### src/rtl/module_display_scan_if.sv
// Bundles the load/value/blanking controls and the scan outputs of the
// display scanner so the parent hooks it up with a single connection.
interface module_display_scan_if #(
    parameter int unsigned N_DIGITS = 4
);
    localparam int unsigned IdxW = $clog2(N_DIGITS);

    logic                  load_i;
    logic [4*N_DIGITS-1:0] value_i;
    logic                  blank_lz_i;
    logic [3:0]            digit_o;
    logic [N_DIGITS-1:0]   an_o;
    logic [IdxW-1:0]       idx_o;
    logic                  pending_o;
    logic                  frame_o;

    // Side that supplies values and consumes the scan outputs
    modport master (
        output load_i,
        output value_i,
        output blank_lz_i,
        input  digit_o,
        input  an_o,
        input  idx_o,
        input  pending_o,
        input  frame_o
    );

    // The scanner itself
    modport slave (
        input  load_i,
        input  value_i,
        input  blank_lz_i,
        output digit_o,
        output an_o,
        output idx_o,
        output pending_o,
        output frame_o
    );
endinterface

### src/rtl/module_display_scan.sv
// Time-multiplexed scanner for an N-digit common-anode 7-segment display.
// A loaded BCD value waits in a shadow register and is only copied into the
// displayed value at a frame boundary, so a frame never mixes two values.
module module_display_scan #(
    parameter int unsigned N_DIGITS    = 4,
    parameter int unsigned REFRESH_DIV = 27000,
    parameter int unsigned BLANK_CYC   = 2
) (
    input logic                  clk,
    input logic                  rst,
    module_display_scan_if.slave bus
);
    localparam int unsigned CntW = (REFRESH_DIV > 1) ? $clog2(REFRESH_DIV) : 1;
    localparam int unsigned IdxW = $clog2(N_DIGITS);
    localparam int unsigned ValW = 4 * N_DIGITS;

    localparam logic [CntW-1:0]     CntLast = CntW'(REFRESH_DIV - 1);
    localparam logic [IdxW-1:0]     IdxLast = IdxW'(N_DIGITS - 1);
    localparam logic [N_DIGITS-1:0] AnOne   = N_DIGITS'(1);

    // Scan state
    logic [CntW-1:0] cnt_q, cnt_d;
    logic [IdxW-1:0] idx_q, idx_d;

    // Value pipeline: shadow holds the latest load, disp is what is shown
    logic [ValW-1:0] shadow_q, shadow_d;
    logic [ValW-1:0] disp_q, disp_d;
    logic            pending_q, pending_d;

    // Registered outputs
    logic [3:0]          digit_q, digit_d;
    logic [N_DIGITS-1:0] an_q, an_d;
    logic [IdxW-1:0]     idx_out_q;
    logic                pending_out_q;

    logic            wrap;
    logic            boundary;
    logic            in_blank;
    logic            lz_blanked;
    logic [3:0]      cur_digit;
    logic [IdxW-1:0] msd;

    assign wrap     = (cnt_q == CntLast);
    assign boundary = wrap && (idx_q == IdxLast);

    // Anti-ghosting window at the start of every slot
    if (BLANK_CYC == 0) begin : g_no_blank
        assign in_blank = 1'b0;
    end else begin : g_blank
        assign in_blank = (cnt_q < CntW'(BLANK_CYC));
    end

    // Prescaler and slot index advance
    always_comb begin
        cnt_d = cnt_q + CntW'(1);
        idx_d = idx_q;
        if (wrap) begin
            cnt_d = '0;
            idx_d = (idx_q == IdxLast) ? '0 : idx_q + IdxW'(1);
        end
    end

    // Load capture and frame-boundary commit; a load on the boundary bypasses shadow
    always_comb begin
        shadow_d  = shadow_q;
        disp_d    = disp_q;
        pending_d = pending_q;
        if (bus.load_i && boundary) begin
            shadow_d  = bus.value_i;
            disp_d    = bus.value_i;
            pending_d = 1'b0;
        end else if (bus.load_i) begin
            shadow_d  = bus.value_i;
            pending_d = 1'b1;
        end else if (boundary && pending_q) begin
            disp_d    = shadow_q;
            pending_d = 1'b0;
        end
    end

    // Digit under scan and most significant nonzero digit of the displayed value
    always_comb begin
        cur_digit = 4'd0;
        msd       = '0;
        for (int unsigned k = 0; k < N_DIGITS; k++) begin
            if (idx_q == IdxW'(k)) begin
                cur_digit = disp_q[4*k +: 4];
            end
            if (disp_q[4*k +: 4] != 4'd0) begin
                msd = IdxW'(k);
            end
        end
    end

    // Digit 0 can never be blanked since idx > msd is impossible when idx is 0
    assign lz_blanked = bus.blank_lz_i && (idx_q > msd);

    // Next values of the registered outputs
    always_comb begin
        digit_d = cur_digit;
        an_d    = '1;
        if (!in_blank && !lz_blanked) begin
            an_d = ~(AnOne << idx_q);
        end
    end

    // All state and output registers, synchronous reset
    always_ff @(posedge clk) begin
        if (rst) begin
            cnt_q         <= '0;
            idx_q         <= '0;
            shadow_q      <= '0;
            disp_q        <= '0;
            pending_q     <= 1'b0;
            digit_q       <= 4'd0;
            an_q          <= '1;
            idx_out_q     <= '0;
            pending_out_q <= 1'b0;
        end else begin
            cnt_q         <= cnt_d;
            idx_q         <= idx_d;
            shadow_q      <= shadow_d;
            disp_q        <= disp_d;
            pending_q     <= pending_d;
            digit_q       <= digit_d;
            an_q          <= an_d;
            idx_out_q     <= idx_q;
            pending_out_q <= pending_q;
        end
    end

    assign bus.digit_o   = digit_q;
    assign bus.an_o      = an_q;
    assign bus.idx_o     = idx_out_q;
    assign bus.pending_o = pending_out_q;
    // Combinational so it coincides with the cycle whose edge commits the new frame
    assign bus.frame_o   = boundary;

    // Never more than one anode enabled
    a_an_onehot : assert property (@(posedge clk) disable iff (rst) $onehot0(~an_q));

endmodule

### src/flat_wrapper.sv
// flat-port wrapper written by rule: the top's interface ports become plain ports
module module_display_scan_flat 
#(
    parameter int unsigned N_DIGITS    = 4,
    parameter int unsigned REFRESH_DIV = 27000,
    parameter int unsigned BLANK_CYC   = 2
)
  (clk, rst, bus_load_i, bus_value_i, bus_blank_lz_i, bus_digit_o, bus_an_o, bus_idx_o, bus_pending_o, bus_frame_o);
  module_display_scan_if #(.N_DIGITS(N_DIGITS)) bus_i ();
  input logic clk;
  input logic rst;
  input wire logic [$bits(bus_i.load_i)-1:0] bus_load_i;
  input wire logic [$bits(bus_i.value_i)-1:0] bus_value_i;
  input wire logic [$bits(bus_i.blank_lz_i)-1:0] bus_blank_lz_i;
  output wire logic [$bits(bus_i.digit_o)-1:0] bus_digit_o;
  output wire logic [$bits(bus_i.an_o)-1:0] bus_an_o;
  output wire logic [$bits(bus_i.idx_o)-1:0] bus_idx_o;
  output wire logic [$bits(bus_i.pending_o)-1:0] bus_pending_o;
  output wire logic [$bits(bus_i.frame_o)-1:0] bus_frame_o;
  assign bus_i.load_i = bus_load_i;
  assign bus_i.value_i = bus_value_i;
  assign bus_i.blank_lz_i = bus_blank_lz_i;
  assign bus_digit_o = bus_i.digit_o;
  assign bus_an_o = bus_i.an_o;
  assign bus_idx_o = bus_i.idx_o;
  assign bus_pending_o = bus_i.pending_o;
  assign bus_frame_o = bus_i.frame_o;
  module_display_scan #(.N_DIGITS(N_DIGITS), .REFRESH_DIV(REFRESH_DIV), .BLANK_CYC(BLANK_CYC)) u_core (.clk(clk), .rst(rst), .bus(bus_i));
endmodule
### config.mk
export PLATFORM = sky130hd
export DESIGN_NAME = module_display_scan_flat
export DESIGN_NICKNAME = d
export VERILOG_FILES = /design/src/rtl/module_display_scan_if.sv /design/src/rtl/module_display_scan.sv /design/src/flat_wrapper.sv
export SDC_FILE = /design/constraint.sdc
export NUM_CORES = 1
export LEC_CHECK = 0
export ABC_AREA = 0
export BUFFER_PORTS_ARGS = -buffer_cell sky130_fd_sc_hd__buf_2
export CAP_MARGIN = 20
export CELL_PAD_IN_SITES_DETAIL_PLACEMENT = 1
export CELL_PAD_IN_SITES_GLOBAL_PLACEMENT = 1
export CORE_MARGIN = 5
export CORE_UTILIZATION = 44
export DETAILED_ROUTE_END_ITERATION = 8
export GPL_ROUTABILITY_DRIVEN = 0
export PLACE_DENSITY_LB_ADDON = 0.1
export SKIP_CTS_REPAIR_TIMING = 1
export SYNTH_ARGS = -nofsm -noshare
export SYNTH_HDL_FRONTEND = slang
export SYNTH_SLANG_ARGS = --single-unit
### constraint.sdc
create_clock -name clk -period 2.4 [get_ports clk]
set_input_delay 0.24 -clock clk [delete_from_list [all_inputs] [get_ports clk]]
set_output_delay 0.24 -clock clk [all_outputs]
set_load 0.05 [all_outputs]
==> impl_metrics.csv, run 1 <==
group,metric,value,unit
power,worst_voltage_drop_across_the_vdd_grid,0.375,mV
finish,antenna_cells_inserted,0,
finish,mostFrequentLayoutCells,"61 x sky130_fd_sc_hd__dfxtp_1, 37 x sky130_fd_sc_hd__nor2_1, 31 x sky130_fd_sc_hd__buf_2",
sta,worst_rel_slew_slack,0.526,
sta,fmax,471,MHz
worst_setup_path,worstSetupEndpointType,"flop",
logic_synthesis,number_of_enable_type_register_cells_in_the_synthesized_netlist,0,
sta,setup_slack,0.276,ns
power,total_power,0.00204,W
logic_synthesis,yosys.area_share.adder,0.0354,
logic_synthesis,synth_largest_area_cell,"sky130_fd_sc_hd__dfxtp_1",
cts,worst_setup_hold_path_clk_slew,0.07,ns
logic_synthesis,postSynth.asyncResetShare,0,
worst_setup_path,critical_path.startpoint_type,"flop",
detailed_routing,detail_route.vias_per_cell,5.22,
detailed_routing,drc,0,
logic_synthesis,ys_ff_latch,61,
detailed_routing,initialDrtViolationCount,67,
global_route,overflow,0,
detailed_routing,wire_length_per_cell_after_detailed_routing,16.0,µm
sta,finalHoldViolations,0,
sta,layout_min_cycle_time,2.12,ns
cts,cts.sink_count,61,
logic_synthesis,avgSynthCellArea,10.0,µm²
finish,post_route_cells_drive_above_1_share,0.209,
finish,layout.area.seq,0.00122,mm²
logic_synthesis,post_synth_inst_count,247,
die,row_cnt,27,
global_route,initial_antenna_violation_count,0,
logic_synthesis,post_synth_main_area_contributors,"sky130_fd_sc_hd__dfxtp_1 49%, sky130_fd_sc_hd__mux2i_1 8.1%, sky130_fd_sc_hd__nor2_1 5.6%",
die,dieHeight,85.0,µm
detailed_routing,via_count,1848,
detailed_routing,remaining_antenna_violation_count_after_routing,0,
cts,ctsRootBufferMaster,"sky130_fd_sc_hd__clkbuf_8",
logic_synthesis,netlist_area,0.00247,mm²
die,dieWidth,85.0,µm
logic_synthesis,yosysWarnings,0,
logic_synthesis,synth-seq-area-share,0.494,
global_route,grt_start_max_net_pins,36,
finish,syn_to_final_growth,15.6,%
worst_setup_path,timing.critical_path.fanout_max,4,
worst_setup_path,reg2reg_setup_slack,0.28,ns
placement,preCtsSetupSlack,0.143,ns
finish,final.fill_count,650,
sta,finalSetupViolations,0,
detailed_routing,totalWireLength,5670,µm
sta,rsz0062_at_grt,"false",
finish,layout.cells.most_common,"sky130_fd_sc_hd__dfxtp_1",
finish,multi_input_area,0.00118,mm²
die,fp.dieArea,0.00722,mm²
die,floorplan.initialDensity,0.452,
worst_setup_path,worstPathArrival,2.33,ns
worst_hold_path,worst_hold_path_type,"input pin to flop",
cts,cts_tree,"built",
cts,worstSkewPairLatency,0.34,ns
global_route,global_route_wire_length_before_repair,9660,µm
worst_setup_path,crit_path_top_delay_cell,"sky130_fd_sc_hd__or4_1",
global_route,globalRouteTotalUtil,0.171,
logic_synthesis,synth_simple_gate_area_share,0.207,
finish,finish.cell_count_without_fillers,354,
power,power_density,715,mW/mm²
die,floorplan.io_pins,32,
logic_synthesis,synth_cell_type_count,38,
logic_synthesis,postSynthNetCount,274,
global_route,via_count_of_the_first_global_routing_pass,1921,
placement,dp_hpwl,4070,µm
placement,io_buffer_count,31,
cts,cts.htree.levels,3,
sta,final-max-slew-violation-count,0,
finish,postLayoutCellArea,0.00286,mm²
worst_setup_path,criticalPathCategory,"flop to flop",
sta,tightest_slew,0.711,ns
job,maxCapViolations,0,
logic_synthesis,combinational_family_with_the_most_area_after_synthesis,"simple AND/OR/NAND/NOR gates",
sta,period_share,0.885,
logic_synthesis,ys_dominant_reg_cell,"sky130_fd_sc_hd__dfxtp_1",
detailed_routing,detail_route.first_pass.iterations,4,
placement,place_inst,338,
worst_setup_path,critPathRequiredTime,2.60,ns
worst_setup_path,critical_path.max_stage_delay,0.55,ns
finish,layout.nets,304,
power,power.leakage,1.19,nW
cts,cts_buffer_depth,2,
sta,sum_of_negative_setup_slack,0,ns
logic_synthesis,synth.mux.area_fraction,0.0946,
die,floorplan.core_area,0.00547,mm²
sta,finalClockSkew,0.00582,ns
run_status,status,"finished clean",
placement,dpl_cell_area,0.00266,mm²
worst_setup_path,worstPathCellList,"or4_1 -> nor2_1 -> ha_1 -> nor2b_1 -> o211a_1 -> a211oi_2 -> nand2_1",
cts,cts-buffers-inserted,9,
logic_synthesis,synth_xor_area_frac,0.0461,
logic_synthesis,synth-compound-area-share,0.0921,
logic_synthesis,synth_top_cell_area_share,0.494,
-- layout make-up --
cell class                 count  share of cell area
multi-input combinational    170               0.413
timing repair buffer          32              0.0569
clock buffer                  11              0.0495
tap                           72              0.0315
clock inverter                 5              0.0175
inverter                       3             0.00394
sequential                    61               0.427
-- sequential cells by signal, summed over array words and instances (netlist names) --
name                  count
u_core.pending_q          1
u_core.cnt_q             15
u_core.shadow_q          16
u_core.bus.digit_o        4
u_core.bus.an_o           4
u_core.idx_q              2
u_core.disp_q            16
u_core.bus.idx_o          2
u_core.bus.pending_o      1
-- critical path, delay by kind of cell (launching register included) --
kind                       cells  cell delay, ns
DFF                            1            0.32
AOI/OAI and AO/OA              2            0.51
and+or+nand+nor                4            0.91
adders and majority gates      1            0.25
-- report_power, final --
| part | internal (W) | leakage, nW | switching (W) |
|---|---|---|---|
| Sequential | 0.00104 | 0.496 | 0.0000108 |
| Clock | 0.000500 | 0.103 | 0.000389 |
| Combinational | 0.0000405 | 0.593 | 0.0000655 |
| Total | 0.00158 | 1.19 | 0.000465 |
-- synthesized netlist by cell type, types with 2 or more instances --
library cell,n
sky130_fd_sc_hd__o21ai_0,6
sky130_fd_sc_hd__a21oi_1,2
sky130_fd_sc_hd__dfxtp_1,61
sky130_fd_sc_hd__nand3_1,6
sky130_fd_sc_hd__mux2_2,3
sky130_fd_sc_hd__clkbuf_1,5
sky130_fd_sc_hd__or2_2,2
sky130_fd_sc_hd__inv_1,3
sky130_fd_sc_hd__and4_1,4
sky130_fd_sc_hd__xor2_1,12
sky130_fd_sc_hd__or4_1,4
sky130_fd_sc_hd__nor4_1,2
sky130_fd_sc_hd__nand2_1,19
sky130_fd_sc_hd__nand4_1,7
sky130_fd_sc_hd__and3_1,2
sky130_fd_sc_hd__and4_4,2
sky130_fd_sc_hd__mux2i_1,20
sky130_fd_sc_hd__ha_1,7
sky130_fd_sc_hd__o22ai_1,4
sky130_fd_sc_hd__o2bb2ai_1,13
sky130_fd_sc_hd__nor2_1,37
sky130_fd_sc_hd__buf_2,6
sky130_fd_sc_hd__nor2b_1,5
-- cells by family after synthesis --
group / after synthesis
adders and majority gates: 7
xor gates and xnor gates: 13
AOI/OAI and AO/OA: 30
DFF: 61
muxes: 23
and+or+nand+nor: 97
buffers and inverters: 16
-- worst paths after layout --
kind | startpoint | depth (start not counted) | end
worst min register to register | u_core.cnt_q[0]$_SDFF_PP0_ | 1 | u_core.cnt_q[0]$_SDFF_PP0_
worst min-delay path | bus_value_i[5] | 3 | u_core.shadow_q[5]$_SDFFE_PP0P_
worst max register to register | u_core.disp_q[12]$_SDFFE_PP0P_ | 7 | u_core.bus.an_o[3]$_SDFF_PP1_
worst max-delay path | u_core.disp_q[12]$_SDFFE_PP0P_ | 7 | u_core.bus.an_o[3]$_SDFF_PP1_
-- routing by layer --
metal  GRT usage  share of wire  vias up
met5           0              0        -
met4      0.0820          0.020        0
met3      0.0398          0.033       11
met2       0.290           0.50       23
met1       0.203           0.44      882
li1            -              -      932
-- stage by stage --
stage          hold WS, ns   util
2_1_floorplan        0.407      -
3_3_place_gp         0.445  0.486
3_5_place_dp         0.452  0.486
4_1_cts              0.151  0.521
5_1_grt              0.161  0.522
6_report             0.158  0.522
Power figures use the tool's default switching activity.
==> run 2, diff against run 1 <==
- CORE_UTILIZATION: 44 -> 47
- clock period: 2.4 -> 2.8 ns (I/O delays scaled with it)
==> run 2 against run 1 <==
Cell count shrank 0.85%. Clock skew rose by 0.00077 ns. Flip-flop and latch count did not move. Count of clock-buffer cells in the layout did not move. Final area decreased by 1.7%. Die area is 5.6% lower. Register-to-register slack improved by 0.23 ns. Hold slack better by 0.047 ns. Worst setup slack better by 0.23 ns. Sequential share of layout area rose by 0.72 points. Wire length down 1.4%. Critical endpoint is now u_core.bus.an_o[1]$_SDFF_PP1_.
==> impl_metrics.csv, run 2 (synthesis results as in run 1) <==
group,metric,value,unit
worst_hold_path,worst_hold_path_type,"input pin to flop",
job,maxCapViolations,0,
worst_setup_path,timing.critical_path.fanout_max,4,
sta,fmax,435,MHz
power,sequentialPowerShare,0.548,
sta,finalSetupViolations,0,
cts,cts.sink_count,61,
detailed_routing,remaining_antenna_violation_count_after_routing,0,
power,net_load_switching_power,0.000401,W
finish,mostFrequentLayoutCells,"61 x sky130_fd_sc_hd__dfxtp_1, 37 x sky130_fd_sc_hd__nor2_1, 31 x sky130_fd_sc_hd__buf_2",
sta,finalHoldViolations,0,
die,floorplan.initialDensity,0.484,
detailed_routing,initialDrtViolationCount,58,
global_route,globalRouteTotalUtil,0.187,
sta,final-max-slew-violation-count,0,
worst_setup_path,critical_path.startpoint_type,"flop",
cts,worst_setup_hold_path_clk_slew,0.07,ns
cts,worstSkewPairLatency,0.33,ns
global_route,initial_antenna_violation_count,0,
worst_hold_path,hold_crit_depth,3,
global_route,overflow,0,
global_route,global_route_wire_length_before_repair,9430,µm
die,fp.dieArea,0.00681,mm²
sta,worst_rel_slew_slack,0.522,
cts,cts-buffers-inserted,9,
sta,rsz0062_at_grt,"false",
die,floorplan.io_pins,32,
worst_setup_path,critPathRequiredTime,3.00,ns
placement,dp_hpwl,4020,µm
finish,layout.cells.most_common,"sky130_fd_sc_hd__dfxtp_1",
power,power.share.combinational,0.054,
finish,antenna_cells_inserted,0,
worst_setup_path,number_of_cells_on_the_worst_reg_to_reg_path,7,
power,share_clk_of_total_power,0.398,
worst_hold_path,hold-path-endpoint,"u_core.shadow_q[12]$_SDFFE_PP0P_",
global_route,via_count_of_the_first_global_routing_pass,1870,
global_route,grt_start_max_net_pins,36,
sta,tightest_slew,0.717,ns
power,p_int,0.00124,W
power,worst_voltage_drop_across_the_vdd_grid,0.361,mV
die,floorplan.core_area,0.00511,mm²
die,row_cnt,26,
detailed_routing,wire_length_per_cell_after_detailed_routing,15.9,µm
sta,finalClockSkew,0.00660,ns
detailed_routing,via_count,1858,
finish,syn_to_final_growth,13.7,%
cts,cts.htree.levels,3,
die,dieWidth,82.5,µm
finish,final.fill_count,615,
cts,cts_tree,"built",
sta,sum_of_negative_setup_slack,0,ns
detailed_routing,detail_route.first_pass.iterations,4,
finish,post_route_cells_drive_above_1_share,0.199,
detailed_routing,totalWireLength,5590,µm
detailed_routing,drc,0,
die,dieHeight,82.5,µm
placement,io_buffer_count,31,
finish,reg.largest.list,"u_core.disp_q x16, u_core.shadow_q x16, u_core.cnt_q x15",
worst_setup_path,criticalPathCategory,"flop to flop",
worst_setup_path,worstPathArrival,2.50,ns
finish,layout.nets,303,
power,power_density,583,mW/mm²
detailed_routing,detail_route.vias_per_cell,5.29,
power,switching_share,0.245,
worst_setup_path,worstReg2RegEnd,"u_core.bus.an_o[1]$_SDFF_PP1_",
power,total_power,0.00164,W
run_status,status,"finished clean",
cts,cts_buffer_depth,2,
worst_setup_path,reg2reg_setup_slack,0.50,ns
cts,ctsRootBufferMaster,"sky130_fd_sc_hd__clkbuf_8",
worst_hold_path,hold_path_origin,"bus_value_i[12]",
sta,layout_min_cycle_time,2.30,ns
worst_setup_path,r2r-start,"u_core.disp_q[12]$_SDFFE_PP0P_",
power,power.leakage,1.17,nW
worst_setup_path,worstSetupEndpointType,"flop",
sta,period_share,0.821,
==> run 2: layout make-up <==
cell class	instances	area (µm²)	area share
Inverter	3	11.3	0.00401
Tap cell	70	87.6	0.0312
Clock inverter	5	27.5	0.00980
Multi-Input combinational cell	170	1180	0.419
Sequential cell	61	1220	0.435
Clock buffer	11	131	0.0467
Timing Repair Buffer	31	155	0.0552
==> run 2: metrics by stage <==
stage                     area [µm²]  hold slack [ns]  setup slack, ns  utilization  std cells
after global routing            2810            0.211            0.324        0.550        351
after global placement          2650            0.442            0.621        0.519        335
after detailed placement        2650            0.453            0.527        0.519        335
after floorplan                 2470            0.426            0.764            -        247
final                           2810            0.205            0.502        0.550        351
after CTS                       2810            0.203            0.501        0.550        351
==> run 2: how the worst max path moves through the flow <==
stage / from / to / slack (ns) / cells past startpoint
after floorplan: u_core.disp_q[12]$_SDFFE_PP0P_ / u_core.bus.an_o[0]$_SDFF_PP1_ / 0.76 / 7
after global placement: u_core.disp_q[12]$_SDFFE_PP0P_ / u_core.bus.an_o[3]$_SDFF_PP1_ / 0.62 / 7
after detailed placement: u_core.disp_q[12]$_SDFFE_PP0P_ / u_core.bus.an_o[1]$_SDFF_PP1_ / 0.53 / 7
after CTS: u_core.disp_q[12]$_SDFFE_PP0P_ / u_core.bus.an_o[1]$_SDFF_PP1_ / 0.50 / 7
after global routing: u_core.disp_q[12]$_SDFFE_PP0P_ / u_core.bus.an_o[1]$_SDFF_PP1_ / 0.32 / 7
final: u_core.disp_q[12]$_SDFFE_PP0P_ / u_core.bus.an_o[1]$_SDFF_PP1_ / 0.50 / 7
==> run 2: power groups by stage <==
stage,registers (W),clock network (W),logic [W]
after global routing,0.000900,0.000722,0.0000990
after CTS,0.000898,0.000665,0.0000904
after global placement,0.000916,0,0.0000879
after detailed placement,0.000917,0,0.0000898
after floorplan,0.000922,0,0.0000548
final,0.000898,0.000652,0.0000883
==> run 2: critical path, cell delays in order, from the launching register on <==
cell and delay, ns:
sky130_fd_sc_hd__dfxtp_1 0.33, sky130_fd_sc_hd__or4_1 0.58, sky130_fd_sc_hd__nor2_1 0.14, sky130_fd_sc_hd__ha_1 0.25, sky130_fd_sc_hd__nor2b_1 0.13, sky130_fd_sc_hd__o211a_1 0.19, sky130_fd_sc_hd__a211oi_1 0.42, sky130_fd_sc_hd__nand2_1 0.13
==> run 2: per-layer routing <==
layer	part of all wire	vias up	track usage
met5	0	-	0
met4	0.013	0	0.0686
met3	0.045	7	0.0521
met2	0.46	36	0.296
met1	0.48	885	0.242
li1	-	930	-
